## src/rtl/xup_nor_share_arbiter.sv

```systemverilog
// Round-robin arbiter/sequencer sharing one external SIZE-bit vector NOR unit among NREQ requesters.
// Optional macro XUP_NOR_CHECK_EN adds a sticky chk_err output comparing gate_y to ~(gate_a | gate_b) at capture.
module xup_nor_share_arbiter #(
    parameter int SIZE   = 8,
    parameter int NREQ   = 4,
    parameter int SETTLE = 3
) (
    input  logic                     clk,
    input  logic                     reset_n,
    input  logic [NREQ-1:0]          req,
    input  logic [NREQ*SIZE-1:0]     a_in,
    input  logic [NREQ*SIZE-1:0]     b_in,
    output logic [NREQ-1:0]          gnt,
    output logic [SIZE-1:0]          gate_a,
    output logic [SIZE-1:0]          gate_b,
    input  logic [SIZE-1:0]          gate_y,
    output logic [SIZE-1:0]          res,
    output logic [$clog2(NREQ)-1:0]  res_id,
    output logic                     res_valid,
    input  logic                     res_ready,
    output logic                     busy
`ifdef XUP_NOR_CHECK_EN
    ,
    output logic                     chk_err
`endif
);

    localparam int IDW = $clog2(NREQ);
    localparam int IW1 = IDW + 1;

    typedef enum logic [1:0] {
        S_IDLE,
        S_ISSUE,
        S_SETTLE,
        S_DONE
    } state_t;

    state_t          state_reg;
    state_t          state_next;
    logic [IDW-1:0]  win_reg;
    logic [IDW-1:0]  rr_reg;
    logic [3:0]      cnt_reg;
    logic [IDW-1:0]  pick_idx;
    logic            pick_valid;
    logic [IDW-1:0]  rr_next;

    logic [SIZE-1:0] a_arr [NREQ];
    logic [SIZE-1:0] b_arr [NREQ];

    generate
        for (genvar gi = 0; gi < NREQ; gi++) begin : g_unpack
            assign a_arr[gi] = a_in[gi*SIZE +: SIZE];
            assign b_arr[gi] = b_in[gi*SIZE +: SIZE];
        end
    endgenerate

    // First requester found scanning upward from rr_reg, wrapping at NREQ.
    always_comb begin : pick_blk
        logic [IW1-1:0] sum_v;
        pick_valid = 1'b0;
        pick_idx   = '0;
        sum_v      = '0;
        for (int i = 0; i < NREQ; i++) begin
            sum_v = {1'b0, rr_reg} + IW1'(i);
            if (sum_v >= IW1'(NREQ)) begin
                sum_v = sum_v - IW1'(NREQ);
            end
            if (!pick_valid && req[sum_v[IDW-1:0]]) begin
                pick_valid = 1'b1;
                pick_idx   = sum_v[IDW-1:0];
            end
        end
    end

    assign rr_next = (win_reg == IDW'(NREQ - 1)) ? '0 : win_reg + IDW'(1);

    always_ff @(posedge clk or negedge reset_n) begin
        if (!reset_n) begin
            state_reg <= S_IDLE;
        end else begin
            state_reg <= state_next;
        end
    end

    always_comb begin
        state_next = state_reg;
        case (state_reg)
            S_IDLE:   if (pick_valid) state_next = S_ISSUE;
            S_ISSUE:  state_next = S_SETTLE;
            S_SETTLE: if (cnt_reg == 4'd0) state_next = S_DONE;
            S_DONE:   if (res_valid && res_ready) state_next = S_IDLE;
            default:  state_next = S_IDLE;
        endcase
    end

    always_comb begin
        busy = (state_reg != S_IDLE);
        gnt  = '0;
        if (state_reg != S_IDLE) begin
            gnt[win_reg] = 1'b1;
        end
    end

    // Datapath: operands frozen at ISSUE, result captured when the settle count expires.
    always_ff @(posedge clk or negedge reset_n) begin
        if (!reset_n) begin
            win_reg   <= '0;
            rr_reg    <= '0;
            cnt_reg   <= '0;
            gate_a    <= '0;
            gate_b    <= '0;
            res       <= '0;
            res_id    <= '0;
            res_valid <= 1'b0;
`ifdef XUP_NOR_CHECK_EN
            chk_err   <= 1'b0;
`endif
        end else begin
            case (state_reg)
                S_IDLE: begin
                    if (pick_valid) begin
                        win_reg <= pick_idx;
                    end
                end
                S_ISSUE: begin
                    gate_a  <= a_arr[win_reg];
                    gate_b  <= b_arr[win_reg];
                    cnt_reg <= 4'(SETTLE - 1);
                end
                S_SETTLE: begin
                    if (cnt_reg == 4'd0) begin
                        res       <= gate_y;
                        res_id    <= win_reg;
                        res_valid <= 1'b1;
`ifdef XUP_NOR_CHECK_EN
                        if (gate_y != ~(gate_a | gate_b)) begin
                            chk_err <= 1'b1;
                        end
`endif
                    end else begin
                        cnt_reg <= cnt_reg - 4'd1;
                    end
                end
                S_DONE: begin
                    if (res_valid && res_ready) begin
                        res_valid <= 1'b0;
                        rr_reg    <= rr_next;
                    end
                end
                default: ;
            endcase
        end
    end

endmodule

```

## config.mk

```make
export PLATFORM = sky130hd
export DESIGN_NAME = xup_nor_share_arbiter
export DESIGN_NICKNAME = d
export VERILOG_FILES = /design/src/rtl/xup_nor_share_arbiter.sv
export SDC_FILE = /design/constraint.sdc
export NUM_CORES = 1
export LEC_CHECK = 0
export ABC_AREA = 1
export BUFFER_PORTS_ARGS = -buffer_cell sky130_fd_sc_hd__buf_2
export CORE_UTILIZATION = 47
export DETAILED_ROUTE_END_ITERATION = 6
export PLACE_DENSITY = 0.77
export SETUP_SLACK_MARGIN = 0.2
export SLEW_MARGIN = 0
export SYNTH_ARGS = -nofsm -noshare
export SYNTH_HDL_FRONTEND = slang
export SYNTH_SLANG_ARGS = --single-unit
export TNS_END_PERCENT = 20
```

## constraint.sdc

```tcl
create_clock -name clk -period 2.1 [get_ports clk]
set_input_delay 0.21 -clock clk [delete_from_list [all_inputs] [get_ports clk]]
set_output_delay 0.21 -clock clk [all_outputs]
set_load 0.02 [all_outputs]
```

Word level (Yosys, flattened, before mapping)

Index checks and enable logic that the tools add are counted.

Flip-flop bits (word level): 37
Input port bits: 79

Multiplexer cells: 39
Bitwise operators: 1
Order comparisons: 11
$add $sub $neg: 9
Reduce and logical (&&, ||, !) cells: 19
Equal/unequal tests: 8

Operator list:

| operator                                                                             | number |
|---|---|
| 8-bit binary-select mux with 2-bit select                                            | 2 |
| 8-bit 2-to-1 mux                                                                     | 4 |
| 2-bit 2-to-1 mux                                                                     | 12 |
| 2-bit by 3-bit < comparator with 1-bit output (second input constant)                | 5 |
| 3-bit greater-or-equal comparator (second input constant)                            | 4 |
| 1-bit 2-to-1 mux                                                                     | 11 |
| 1-bit binary-select mux with 2-bit select                                            | 4 |
| 4-bit 2-to-1 mux                                                                     | 2 |
| 2-bit != test (second input constant)                                                | 4 |
| 2-bit case mux with 4 select lines                                                   | 1 |
| 4-bit case mux with 2 select lines                                                   | 1 |
| 2-bit AND reduction                                                                  | 4 |
| 2-bit by 1-bit subtractor with 2-bit output (second input constant)                  | 4 |
| 2-bit by 2-bit adder with 3-bit output (second input constant)                       | 2 |
| 2-bit equality test (second input constant)                                          | 3 |
| 3-bit AND reduction                                                                  | 2 |
| 2-bit nonzero test                                                                   | 3 |
| 1-bit logical AND                                                                    | 5 |
| 4-bit zero test                                                                      | 1 |
| 4-bit by 1-bit subtractor with 4-bit output (second input constant)                  | 1 |
| 2-bit by 1-bit adder with 3-bit output (second input constant)                       | 1 |
| 2-bit by 3-bit greater-or-equal comparator with 1-bit output (second input constant) | 1 |
| 1-bit zero test                                                                      | 3 |
| 2-bit NOT with 3-bit output                                                          | 1 |
| 6 further kinds                                                                      | 6 |

Longest topological paths before layout

Word-level depth: 16
Depth in mapped cells: 12
Gate-level depth less buffers: 11

Worst setup path before layout

Ideal clock, no wire load.

Path type: register -> output
Start point: register win_reg[1]
End point: output gnt[0]
Cell stages (with the launch flop): 7
Setup slack: 0.439 ns
Buffers on the path: 2
Arrival time: 1.451 ns
Cell sequence: dfrtp_1 -> buf_2 -> inv_2 -> clkbuf_1 -> ha_1 -> inv_1 -> nor2_1

Cells in the longest elaborated chain, start to end: 5
Elaborated cells between the ends (all ways): 6
Those cells by class: 2 x order compare; 3 x mux; 1 x reduce/logical

RTL lines:

| element                                                                                                                                             | RTL line | text |
|---|---|---|
| start, declared                                                                                                                                     | 40       | `logic [IDW-1:0] win_reg;` |
| start signal, assigned                                                                                                                              | 122      | `win_reg <= pick_idx;` |
| 2-bit by 3-bit < comparator with 1-bit output (not written as such) or 2-bit by 1-bit greater-or-equal comparator with 1-bit output (tied branches) | 100      | `gnt[win_reg] = 1'b1;` |
| 1-bit logical AND (not written as such)                                                                                                             | 100      |  |
| 1-bit 2-to-1 mux (not written as such)                                                                                                              | 100      |  |
| 1-bit demux with 2-bit select (*)                                                                                                                   | 100      |  |
| 4-bit 2-to-1 mux (*)                                                                                                                                | 99       | `if (state_reg != S_IDLE) begin` |
| end, declared                                                                                                                                       | 13       | `output logic [NREQ-1:0] gnt,` |

Mark *: on every way between the ends. The rest lies on a longest branch, timed or not.

Final worst setup path

Start point: register rr_reg[0]
End point: register state_reg[0]

Cells in the longest elaborated chain, start to end: 16
Elaborated cells between the ends (all ways): 35
Those cells by class: 7 x add/sub; 4 x order compare; 1 x eq/ne; 16 x mux; 7 x reduce/logical

RTL lines:

| element                                                                                         | RTL line | text |
|---|---|---|
| start, declared                                                                                 | 41       | `logic [IDW-1:0] rr_reg;` |
| start signal, assigned                                                                          | 147      | `rr_reg <= rr_next;` |
| parallel branches: the longest is 13 deep, another holds 2-bit by 1-bit adder with 3-bit output | --       |  |
| 1-bit 2-to-1 mux (*)                                                                            | 68       | `if (!pick_valid && req[sum_v[IDW-1:0]]) begin` |
| 2-bit != test (no source line) (*)                                                              | --       |  |
| 3-bit AND reduction (no source line) (*)                                                        | --       |  |
| end signal, assigned                                                                            | 81       | `state_reg <= state_next;` |
| end, declared                                                                                   | 38       | `state_t state_reg;` |

Mark *: on every way between the ends. The select of a mux whose other input is x is not followed.
A chain may end at the register's enable or synchronous reset.

==> impl_metrics.toml <==
[route]
routed-via-count = 2511
wl_per_cell_um = 11.7
first_pass_iters = 5
drtAntennaViolNets = 0
vias_per_cell = 4.95
route.detailed.drc = 0
drt_iter0_markers = 127
wl_um = 5910

[placement]
dp_hpwl_um = 4500
port_buffers = 110
globalplace.congestion = 0.895

[pwr]
leakagePower_nw = 1.67
power_frac_comb_pct = 60.0
swShare_pct = 48.5
clock_power_share_pct = 14.3
worst_ir_drop_vdd_uv = 661
intPower_mw = 2.64
seq_power_share_pct = 25.8
p_per_area_mw_per_mm2 = 1630
switchingPower_mw = 2.48

[final_layout]
drive_gt1_share_pct = 35.5
num_antenna_cells = 0
syn2layout_area_growth_pct = 29.7
num-fill-cells = 444
fin_nets = 528
reg_top3 = "gate_a x8, gate_b x8, res x8"

[logic_synthesis]
ys_top_cells_by_count = "nor2_1 (92), nand2_1 (50), dfrtp_1 (37)"
syn_nets = 423
synth-compound-area-share_pct = 14.6
synthXorXnorAreaFrac_pct = 0
synth_most_common_cell = "nor2_1"
yosys.area_share.adder_pct = 5.15
yosys.area.top_type = "dfrtp_1"
synthDistinctLibCells = 24
synth_top_family_by_area = "simple AND/OR/NAND/NOR gates"
synth_ff_type = "dfrtp_1"
synth_area_per_cell_um2 = 7.27
yosysSeqAreaShare_pct = 38.1
synth_edf_count = 0
ys_warn_count = 0
yosys_register_bits = 37
synth.area.top_cells = "dfrtp_1 (38%), nor2_1 (14%), nand2_1 (7.7%)"
yosysTopAreaCellShare_pct = 38.1
yosys-mux-area-fraction_pct = 3.71
syn-cell-area_mm2 = 0.00243
synthArstFlopShare_pct = 100
synthSimpleGateAreaFrac_pct = 30.8
synthCells = 334

[sta]
max_freq_ghz = 0.584
tightestPinTransition_ns = 0.821
whs_ns = 0.0106
rsz0062_at_grt = "no"
setup_violations = 0
slew_headroom_pct = 45.3
finalCritPeriodShare_pct = 81.5
finClkSkew_ns = 0.00907
tns_ns = 0
hold_violations = 0
fin_crit_ns = 1.71
finalMaxSlewViolations = 0

[die]
io_pins = 111
start_util_pct = 50.1
dieHeight_um = 73.9
die-area_mm2 = 0.00546
rows = 25
die_w_um = 73.9
core_area_mm2 = 0.00485

[cts]
cts_tree = "done"
clock-root-buffer = "clkbuf_8"
clock_sinks = 37
cts_hold_buf = 0
postCtsSetupBuffers = 0
clkTransAtPathRegs_ns = 0.08
htreeDepth = 2
numCtsBuffers = 5
clk_latency_ns = 0.29
clockBufferDepth = 2
cts-resized-gates = 0

[setup_path]
slowest_delay_ns = 0.58
critPathSlowestCell = "dfrtp_1"
end_kind = "flop"
critical_path.max_fanout = 12
cp-start-kind = "flop"
required_ns = 2.28
worstPathArrival_ns = 1.89
worstSetupPathType = "reg -> reg"
crit_chain = "inv_2, nand2_1, nand2_2, nand2_4, nand2_4, nor2_4, nand4_2, o211ai_1, nand2_1"

[global_route]
grt_pass1_wl_um = 9360
overflow = 0
antenna_found_initial = 0
grt_use_total_pct = 22.3
met3_usage_pct = 4.12
grt.met1_usage_pct = 28.1
use_met2_pct = 38.9
grt_pass1_vias = 2191
grt-busiest-layer = "met2"
grt_max_degree = 38

[run]
max_cap_violations = 0

[min_path]
hold_class = "in -> async"

[outcome]
status = "finished, final reports clean"
[through the flow]
step           instance area [um2]  std cells  util (%)  worst slack, ns  total power, mW
2_1_floorplan                 2430        334         -            0.439             3.60
3_3_place_gp                  3020        499      62.2            0.470             4.32
3_5_place_dp                  3020        499      62.2            0.414             4.40
4_1_cts                       3150        507      65.0            0.388             5.13
5_1_grt                       3150        507      65.0            0.244             5.58
6_report                      3150        507      65.0            0.389             5.12
[kinds of logic (layout without fill, tap and decap cells)]
family	Yosys count	after routing
compound gates	64	64
fa+ha+maj	10	10
buf+inv	43	149
flops	37	37
mux	8	8
simple gates	172	172
[metal layers]
metal  share of wire, %  vias to the layer above
met4               0.78                        0
met5                  0                        -
met3                5.8                        5
met1                 45                     1123
met2                 49                       99
li1                   -                     1284
[critical path, delay by kind of cell (launching register included)]
| kind | cells | cell delay, ns |
|---|---|---|
| buffers and inverters | 1 | 0.20 |
| flip-flops | 1 | 0.58 |
| AO/OA/AOI/OAI | 1 | 0.12 |
| AND/OR/NAND/NOR | 7 | 0.70 |
[cell usage in the layout, fill, tap and decap left out]
cell type	n
a21oi_2	1
o21ai_2	1
nor2_4	1
clkbuf_8	5
nor2_1	92
o211ai_1	2
nand3_1	11
nand2_1	50
bufinv_16	2
mux2_2	8
nand2_4	5
a21oi_1	2
o21ai_1	7
inv_1	20
a31oi_1	17
dfrtp_1	37
buf_2	110
nand4_1	2
nand3_2	1
clkinv_2	1
inv_2	5
o21ai_0	34
ha_1	10
buf_4	6
nand2_2	9
nand4_2	1
[path summary, 6_finish.rpt]
| path | cells past startpoint | end | slack [ns] | from |
|---|---|---|---|---|
| min in group clk | 2 | res[4] | 0.14 | gate_y[4] |
| worst max-delay path | 9 | state_reg[0] | 0.39 | rr_reg[0] |
| worst max register to register | 9 | state_reg[0] | 0.39 | rr_reg[0] |
| worst min-delay path | 1 | res_valid | 0.01 | reset_n |
| max in group asynchronous | 1 | gate_a[2] | 1.57 | reset_n |
| worst min register to register | 2 | res_id[0] | 0.49 | res_id[0] |
[final cells by class]
cell class                      instances  area, um2  share of cell area (%)
Multi-Input combinational cell        254       1320                    41.8
Timing Repair Buffer                  116        596                    18.9
Clock buffer                            5       68.8                    2.19
Sequential cell                        37        926                    29.4
Clock inverter                          3       65.1                    2.07
Inverter                               25       93.8                    2.98
Tap cell                               67       83.8                    2.66
[power by group through the flow]
stage	Clock (mW)	Sequential, mW	Combinational (mW)
after floorplan	0	1.60	2.00
after global placement	0	1.31	3.01
after detailed placement	0	1.32	3.08
after CTS	0.739	1.32	3.08
after global routing	0.771	1.36	3.45
final	0.730	1.32	3.07
(Power assumes the default switching activity.)
